$ cat src/rtl/rgbstr_sync_gen_pkg.sv
// rgbstr_sync_gen_pkg
// Shared definitions for the RGB stream overlay pipeline:
//   - rgbstr_t : layout of the 26-bit stream word. Fields are listed MSB first,
//                giving B(25) G(24) R(23) XC(22:13) YC(12:3) HS(2) VS(1) Active(0).
//   - DEF_*    : default 640x480@60 timing constants.
//   - CNT_W    : width of the pixel and line counters.
//   - in_window: half-open range test used for the sync pulses.
package rgbstr_sync_gen_pkg;

    localparam int CNT_W     = 10;
    localparam int MAX_TOTAL = 1 << CNT_W;

    localparam int DEF_H_VIS  = 640;
    localparam int DEF_H_FP   = 16;
    localparam int DEF_H_SYNC = 96;
    localparam int DEF_H_BP   = 48;
    localparam int DEF_V_VIS  = 480;
    localparam int DEF_V_FP   = 10;
    localparam int DEF_V_SYNC = 2;
    localparam int DEF_V_BP   = 33;

    typedef struct packed {
        logic             b;
        logic             g;
        logic             r;
        logic [CNT_W-1:0] xc;
        logic [CNT_W-1:0] yc;
        logic             hs;
        logic             vs;
        logic             active;
    } rgbstr_t;

    // True when lo <= c < hi.
    function automatic logic in_window(input logic [CNT_W-1:0] c, input int lo, input int hi);
        return (int'(c) >= lo) && (int'(c) < hi);
    endfunction

endpackage

$ cat src/rtl/rgbstr_sync_gen_mod_counter.sv
// rgbstr_sync_gen_mod_counter
// Modulo-N counter with an enable and a wrap flag.
// Ports:
//   clk     in   clock
//   reset_n in   synchronous active-low reset, clears the count
//   en      in   advance the count this cycle
//   count   out  current count, 0..MODULUS-1
//   wrap    out  high when enabled at MODULUS-1, i.e. the count returns to 0 on this edge
module rgbstr_sync_gen_mod_counter #(
    parameter int MODULUS = 800,
    parameter int WIDTH   = 10
) (
    input  logic             clk,
    input  logic             reset_n,
    input  logic             en,
    output logic [WIDTH-1:0] count,
    output logic             wrap
);

    localparam logic [WIDTH-1:0] LAST = WIDTH'(MODULUS - 1);

    // The wrap flag is combinational so a cascaded counter sees it in the same cycle.
    assign wrap = en && (count == LAST);

    always_ff @(posedge clk) begin
        if (!reset_n) begin
            count <= '0;
        end else if (en) begin
            count <= wrap ? '0 : count + 1'b1;
        end
    end

endmodule

$ cat src/rtl/rgbstr_sync_gen.sv
// rgbstr_sync_gen
// Head-of-chain timing generator for the text overlay pipeline. It runs free
// horizontal/vertical counters and emits one registered stream word per pixel
// clock, with RGB preloaded with the background colour inside the visible area.
// Ports:
//   px_clk      in   pixel clock (only clock)
//   reset_n     in   synchronous active-low reset
//   bg_color    in   background colour {B,G,R}
//   RGBStr_o    out  stream word {B,G,R,XC,YC,HS,VS,Active}
//   frame_start out  high while the output word is pixel (0,0)
//   frame_cnt   out  completed-frame count, wraps 255 -> 0
module rgbstr_sync_gen
    import rgbstr_sync_gen_pkg::*;
#(
    parameter int h_vis  = DEF_H_VIS,
    parameter int h_fp   = DEF_H_FP,
    parameter int h_sync = DEF_H_SYNC,
    parameter int h_bp   = DEF_H_BP,
    parameter int v_vis  = DEF_V_VIS,
    parameter int v_fp   = DEF_V_FP,
    parameter int v_sync = DEF_V_SYNC,
    parameter int v_bp   = DEF_V_BP,
    parameter bit hs_pol = 1'b0,
    parameter bit vs_pol = 1'b0
) (
    input  logic        px_clk,
    input  logic        reset_n,
    input  logic [2:0]  bg_color,
    output logic [25:0] RGBStr_o,
    output logic        frame_start,
    output logic [7:0]  frame_cnt
);

    localparam int HT = h_vis + h_fp + h_sync + h_bp;
    localparam int VT = v_vis + v_fp + v_sync + v_bp;

    // The counters are CNT_W bits wide, so a longer line or frame cannot be represented.
    generate
        if (HT > MAX_TOTAL || VT > MAX_TOTAL) begin : g_bad_timing
            $fatal(1, "rgbstr_sync_gen: line or frame total exceeds counter range");
        end
    endgenerate

    logic [CNT_W-1:0] hc;
    logic [CNT_W-1:0] vc;
    logic             h_wrap;
    logic             v_wrap;
    logic             wrap_d;
    rgbstr_t          word_next;
    rgbstr_t          word_q;
    logic             active;

    rgbstr_sync_gen_mod_counter #(
        .MODULUS (HT),
        .WIDTH   (CNT_W)
    ) u_h_counter (
        .clk     (px_clk),
        .reset_n (reset_n),
        .en      (1'b1),
        .count   (hc),
        .wrap    (h_wrap)
    );

    // The line counter only advances when the pixel counter wraps, so its wrap
    // flag marks the last pixel of the last line.
    rgbstr_sync_gen_mod_counter #(
        .MODULUS (VT),
        .WIDTH   (CNT_W)
    ) u_v_counter (
        .clk     (px_clk),
        .reset_n (reset_n),
        .en      (h_wrap),
        .count   (vc),
        .wrap    (v_wrap)
    );

    // Build the word for the current counter position. XC/YC carry raw counts
    // in blanking too, so downstream compare logic needs no special case.
    always_comb begin
        word_next        = '0;
        active           = in_window(hc, 0, h_vis) && in_window(vc, 0, v_vis);
        word_next.active = active;
        word_next.hs     = in_window(hc, h_vis + h_fp, h_vis + h_fp + h_sync) ? hs_pol : ~hs_pol;
        word_next.vs     = in_window(vc, v_vis + v_fp, v_vis + v_fp + v_sync) ? vs_pol : ~vs_pol;
        word_next.xc     = hc;
        word_next.yc     = vc;
        {word_next.b, word_next.g, word_next.r} = active ? bg_color : 3'b000;
    end

    // Output register. wrap_d delays the frame wrap by one cycle so frame_cnt
    // steps on the same edge that registers pixel (0,0) of the new frame,
    // while the (0,0) that follows a reset does not count as a completed frame.
    always_ff @(posedge px_clk) begin
        if (!reset_n) begin
            word_q        <= '0;
            word_q.hs     <= ~hs_pol;
            word_q.vs     <= ~vs_pol;
            frame_start   <= 1'b0;
            frame_cnt     <= '0;
            wrap_d        <= 1'b0;
        end else begin
            word_q        <= word_next;
            frame_start   <= (hc == '0) && (vc == '0);
            wrap_d        <= v_wrap;
            if (wrap_d) begin
                frame_cnt <= frame_cnt + 1'b1;
            end
        end
    end

    assign RGBStr_o = word_q;

endmodule

$ cat config.mk
export PLATFORM = sky130hd
export DESIGN_NAME = rgbstr_sync_gen
export DESIGN_NICKNAME = d
export VERILOG_FILES = /design/src/rtl/rgbstr_sync_gen_pkg.sv /design/src/rtl/rgbstr_sync_gen_mod_counter.sv /design/src/rtl/rgbstr_sync_gen.sv
export SDC_FILE = /design/constraint.sdc
export NUM_CORES = 1
export LEC_CHECK = 0
export CORE_UTILIZATION = 58
export CTS_BUF_LIST = sky130_fd_sc_hd__clkbuf_8
export DETAILED_ROUTE_END_ITERATION = 7
export DONT_BUFFER_PORTS = 1
export GPL_ROUTABILITY_DRIVEN = 1
export PLACE_DENSITY_LB_ADDON = 0.25
export SLEW_MARGIN = 20
export SYNTH_ARGS = -nofsm -noshare
export SYNTH_HDL_FRONTEND = slang
export SYNTH_HIERARCHICAL = 1
export SYNTH_SLANG_ARGS = --single-unit
$ cat constraint.sdc
create_clock -name px_clk -period 1.9 [get_ports px_clk]
set_input_delay 0.57 -clock px_clk [delete_from_list [all_inputs] [get_ports px_clk]]
set_output_delay 0.57 -clock px_clk [all_outputs]
set_load 0.01 [all_outputs]
## After elaboration in Yosys (flattened, before gate mapping)

Index checks and enable logic that the tools add are counted.

- $add $sub $neg: 3
- Magnitude comparators: 6
- Equality and inequality tests: 2
- Mux-type cells: 3
- Bitwise operators: 1
- Reduce and logical (&&, ||, !) cells: 9

Operator list:

| kind | count |
|---|---|
| adder 10 x 1 -> 10 bit, second input constant | 2 |
| equality test 10 bit, second input constant | 2 |
| logical NOT 10 bit | 2 |
| < comparator 10 bit, second input constant | 2 |
| < comparator 10 x 9 -> 1 bit, second input constant | 2 |
| greater-or-equal comparator 10 bit, second input constant | 1 |
| greater-or-equal comparator 10 x 9 -> 1 bit, second input constant | 1 |
| two-way mux 10 bit | 1 |
| adder 8 x 1 -> 8 bit, second input constant | 1 |
| logical AND 1 bit | 5 |
| two-way mux 1 bit | 2 |
| AND reduction 2 bit | 1 |
| OR reduction 2 bit | 1 |
| inverter 1 bit | 1 |

- Bits in registers: 56
- Input port bits: 5
- Word-level logic and storage cells: 37

## Longest topological paths before layout

Gate-level depths: netlist of run 1.

- Word-level depth: 3
- Depth in mapped cells: 8
- Mapped depth without buffers: 7

## Cells and area by module

Netlist of run 1, hierarchy kept.

By module, submodules not included:

| module | times used | cells an instance | area each (um^2) | seq. area each (um^2) |
|---|---|---|---|---|
| rgbstr_sync_gen | 1 | 110 | 1199.9 | 720.7 |
| rgbstr_sync_gen_mod_counter (u_h_counter) | 1 | 56 | 509.2 | 200.2 |
| rgbstr_sync_gen_mod_counter (u_v_counter) | 1 | 56 | 499.2 | 200.2 |

## Worst setup path before layout of run 1

Ideal clock, no wire load.

- Path type: register -> register
- From: register u_h_counter.count[0]
- To: register u_v_counter.count[5]
- Library setup time: 0.115 ns
- Arrival: 1.698 ns
- Data required time: 1.785 ns
- Setup slack: 0.087 ns
- Stages on the path, launching flop included: 9
- Path buffers: 1
- Cell sequence: dfxtp_1 -> ha_1 -> nand3_2 -> nor3_1 -> buf_4 -> and3_2 -> nand4_1 -> xnor2_1 -> and2_1

- Longest elaborated chain between the ends: 3

RTL lines:

| element | line | RTL |
|---|---|---|
| from (decl) | rgbstr_sync_gen_mod_counter.sv:16 | `output logic [WIDTH-1:0] count,` |
| from (signal assigned) | rgbstr_sync_gen_mod_counter.sv:29 | `count <= wrap ? '0 : count + 1'b1;` |
| equality test 10 bit (*) | rgbstr_sync_gen_mod_counter.sv:23 | `assign wrap = en && (count == LAST);` |
| named net h_wrap | rgbstr_sync_gen.sv:46 | `logic h_wrap;` |
| logical AND 1 bit | rgbstr_sync_gen_mod_counter.sv:23 |  |
| two-way mux 10 bit | rgbstr_sync_gen_mod_counter.sv:29 |  |
| to (signal assigned) | rgbstr_sync_gen_mod_counter.sv:29 |  |
| to (decl) | rgbstr_sync_gen_mod_counter.sv:16 |  |

The timed path passes the listed nets; every way through them passes the cells marked *.
A chain may end at the register's enable or synchronous reset.

## Worst setup path after layout of run 1

- From: register u_h_counter.count[6]
- To: register u_v_counter.count[9]

The elaborated chain is that of the path after synthesis.

==> metrics.txt, run 1 <==
status complete, no violations; nets@finish 246; CTS sink count 56; TritonCTS clock tree yes; site row count 22; top cell type's share of synthesized area 50.8%; htree depth 2; post-synth net total 231; most common library cells after synthesis dfxtp_1 (56), and2_1 (29), nand4_1 (12); HP Class input port to register; Worst Hold End RGBStr_o[23]$_SDFF_PN0_; ANT cells 0; DRT iter0 DRCs 66; Crit Reg-Reg Endpoint u_v_counter/count[9]$_SDFFE_PN0P_; Post-Route Setup TNS 0 ns; Clock Latency Late Sink 0.31 ns; hold_sp bg_color[0]; Antenna Violating Nets Remaining 0; I/O Buffers 0; DP Cell Count 276; post-DP HPWL 2980 um; antenna violations before repair 0; clock slew at reported path FFs 0.09 ns; Critical Path RT 2.11 ns; min Tclk post-route 1.79 ns; total CTS buffers 5; worst-path maximum fanout 6; Tcrit/Tclk final 94.0%; Unique masters post-synth 44; Worst R2R Path Depth 7; maximum vdd drop 481 uV; max_cap viols 0; Top FF cell, synth dfxtp_1; skew final 0.0106 ns; Worst Setup End Kind register; Seq cells post-synth 56; detail-routed via count per cell 5.74; layout cell share with drive strength beyond 1 16.0%; GR Overflow Total 0; Worst Setup Start Kind register; Avg Cell Area, Syn 9.95 sq um; unrepaired setup endpoints after global routing no; first-pass GRT wire length 7000 um; hold slack final 0.381 ns; core area 3660 sq um; hold path depth 1; Max Slew Vio Count 0; drt total wl 4290 um; sequential area share after synthesis 50.8%; I/O Pins 40; Fill cells 268; length of the first detailed-routing pass in iterations 5; Root Driver clkbuf_8; launch point of the worst reg-to-reg path u_h_counter/count[6]$_SDFFE_PN0P_; most common cell in the synthesized netlist dfxtp_1; Final Non-Filler Cells 286; vias 1641; Starting Density 60.3%; Finish-stage setup viols 0; width of the chip 63.7 um; cell taking the most area after synthesis dfxtp_1; ranking of synthesized cells by area dfxtp_1 (51%), and2_1 (8.2%), nand4_1 (3.4%); RD Place Congestion 0.893; LEAKAGE 0.954 nW; vias in the first global route 1506; Max Root-Sink Buffers 2; Pwr Density 796 nW/um^2; GRT Overall Usage 22.5%; Yosys warnings 6; Layout area overhead 12.6%; Mapped Area 2210 sq um; Critical Path AT 2.00 ns; residual DRC count 0; cell count after synthesis 222; endpoints failing hold 0; Tot Pwr 1.98 mW; reg2reg setup slack 0.11 ns; per-cell routed wire length 15.0 um; Post-synth EDFFs 0; die area 4060 sq um; fmax 0.560 GHz; Worst Setup SP u_h_counter/count[6]$_SDFFE_PN0P_; Die Y 63.7 um; critical path class register to register; largest net degree at the start of global routing 45; ys async rst share 0%
-- repair_timing --
action,CTS,global route
hold buffers,0,0
endpoints found under the setup margin,0,8
gates resized for setup,0,8
buffers inserted,0,2
-- through the flow --
step	cell area [sq um]	util (%)	setup slack, ns
after floorplan	2210	-	0.0873
after global placement	2330	63.6	0.120
after detailed placement	2330	63.6	0.0456
after CTS	2430	66.5	0.00468
after global routing	2490	67.9	0.00706
final	2490	67.9	0.113
-- where the power goes --
part / internal, mW / switching, mW
combinational: 0.0204 / 0.0210
sequential: 1.19 / 0.00991
clock: 0.386 / 0.357
total: 1.59 / 0.388
-- area by class of cell --
cell class	instances	area, sq um	share of cell area (%)
Clock inverter	3	38.8	1.56
Inverter	6	22.5	0.905
Sequential cell	56	1120	45.1
Tap cell	48	60.1	2.41
Clock buffer	5	68.8	2.77
Multi-Input combinational cell	154	1070	42.9
Timing Repair Buffer	14	109	4.38
-- cells by family (layout without fill, tap and decap cells) --
logic type | count (synthesis) | count (layout) | synth area share [%]
other | 1 | 1 | 0.170
xor gates and xnor gates | 15 | 15 | 5.95
and+or+nand+nor | 111 | 111 | 31.0
adders and majority gates | 4 | 4 | 2.27
muxes | 2 | 2 | 0.907
buffers and inverters | 12 | 28 | 2.44
AOI/OAI and AO/OA | 21 | 21 | 6.52
DFF | 56 | 56 | 50.8
-- registers in the layout, summed over array words and instances, names as in the netlist --
signal,count
frame_cnt,8
u_v_counter/count,10
wrap_d,1
u_h_counter/count,10
frame_start,1
RGBStr_o,26
-- worst max path at each step --
stage	end
2_1_floorplan	u_v_counter/count[5]$_SDFFE_PN0P_
3_3_place_gp	u_v_counter/count[6]$_SDFFE_PN0P_
3_5_place_dp	u_v_counter/count[3]$_SDFFE_PN0P_
4_1_cts	u_v_counter/count[3]$_SDFFE_PN0P_
5_1_grt	u_v_counter/count[9]$_SDFFE_PN0P_
6_report	u_v_counter/count[9]$_SDFFE_PN0P_
-- routing by layer --
layer / track usage, % / vias to the layer above / part of all wire (%)
met5: 0 / - / 0
met4: 9.38 / 0 / 1.5
met3: 6.16 / 6 / 5.5
met2: 38.3 / 58 / 50
met1: 26.4 / 781 / 43
li1: - / 796 / -
-- layout by cell type (no fill, tap or decap), types with 2 or more instances in the layout --
cell type / instances
a21boi_1: 2
nor2_1: 11
nor2b_1: 2
nand3_1: 9
ha_1: 3
nand4_2: 2
clkbuf_8: 5
nand4_1: 12
or3_1: 6
a21oi_1: 3
buf_4: 13
and2_1: 29
nand3_2: 2
mux2i_1: 2
nand2b_1: 3
xnor2_1: 6
nand2_1: 9
xor2_1: 8
inv_1: 7
o21ai_0: 8
nand3b_1: 3
a21boi_0: 2
nor4_1: 2
dfxtp_1: 55
nor3_1: 7
-- worst max-delay path, cell delays in order (launching register included) --
cell     delay, ns
dfxtp_1       0.32
or3_4         0.43
nor3_4        0.18
buf_6         0.14
nand3_2       0.09
nor4_4        0.34
xnor2_2       0.16
nor2_2        0.05
No activity file was read; power rests on OpenSTA's default activity.
==> run 2, diff against run 1 <==
ABC_CLOCK_PERIOD_IN_PS = 1900   (was default)
TNS_END_PERCENT = 20   (was default)
==> results of run 2 <==
Same layout as run 1: the final DEF is identical, and so are final timing and power.
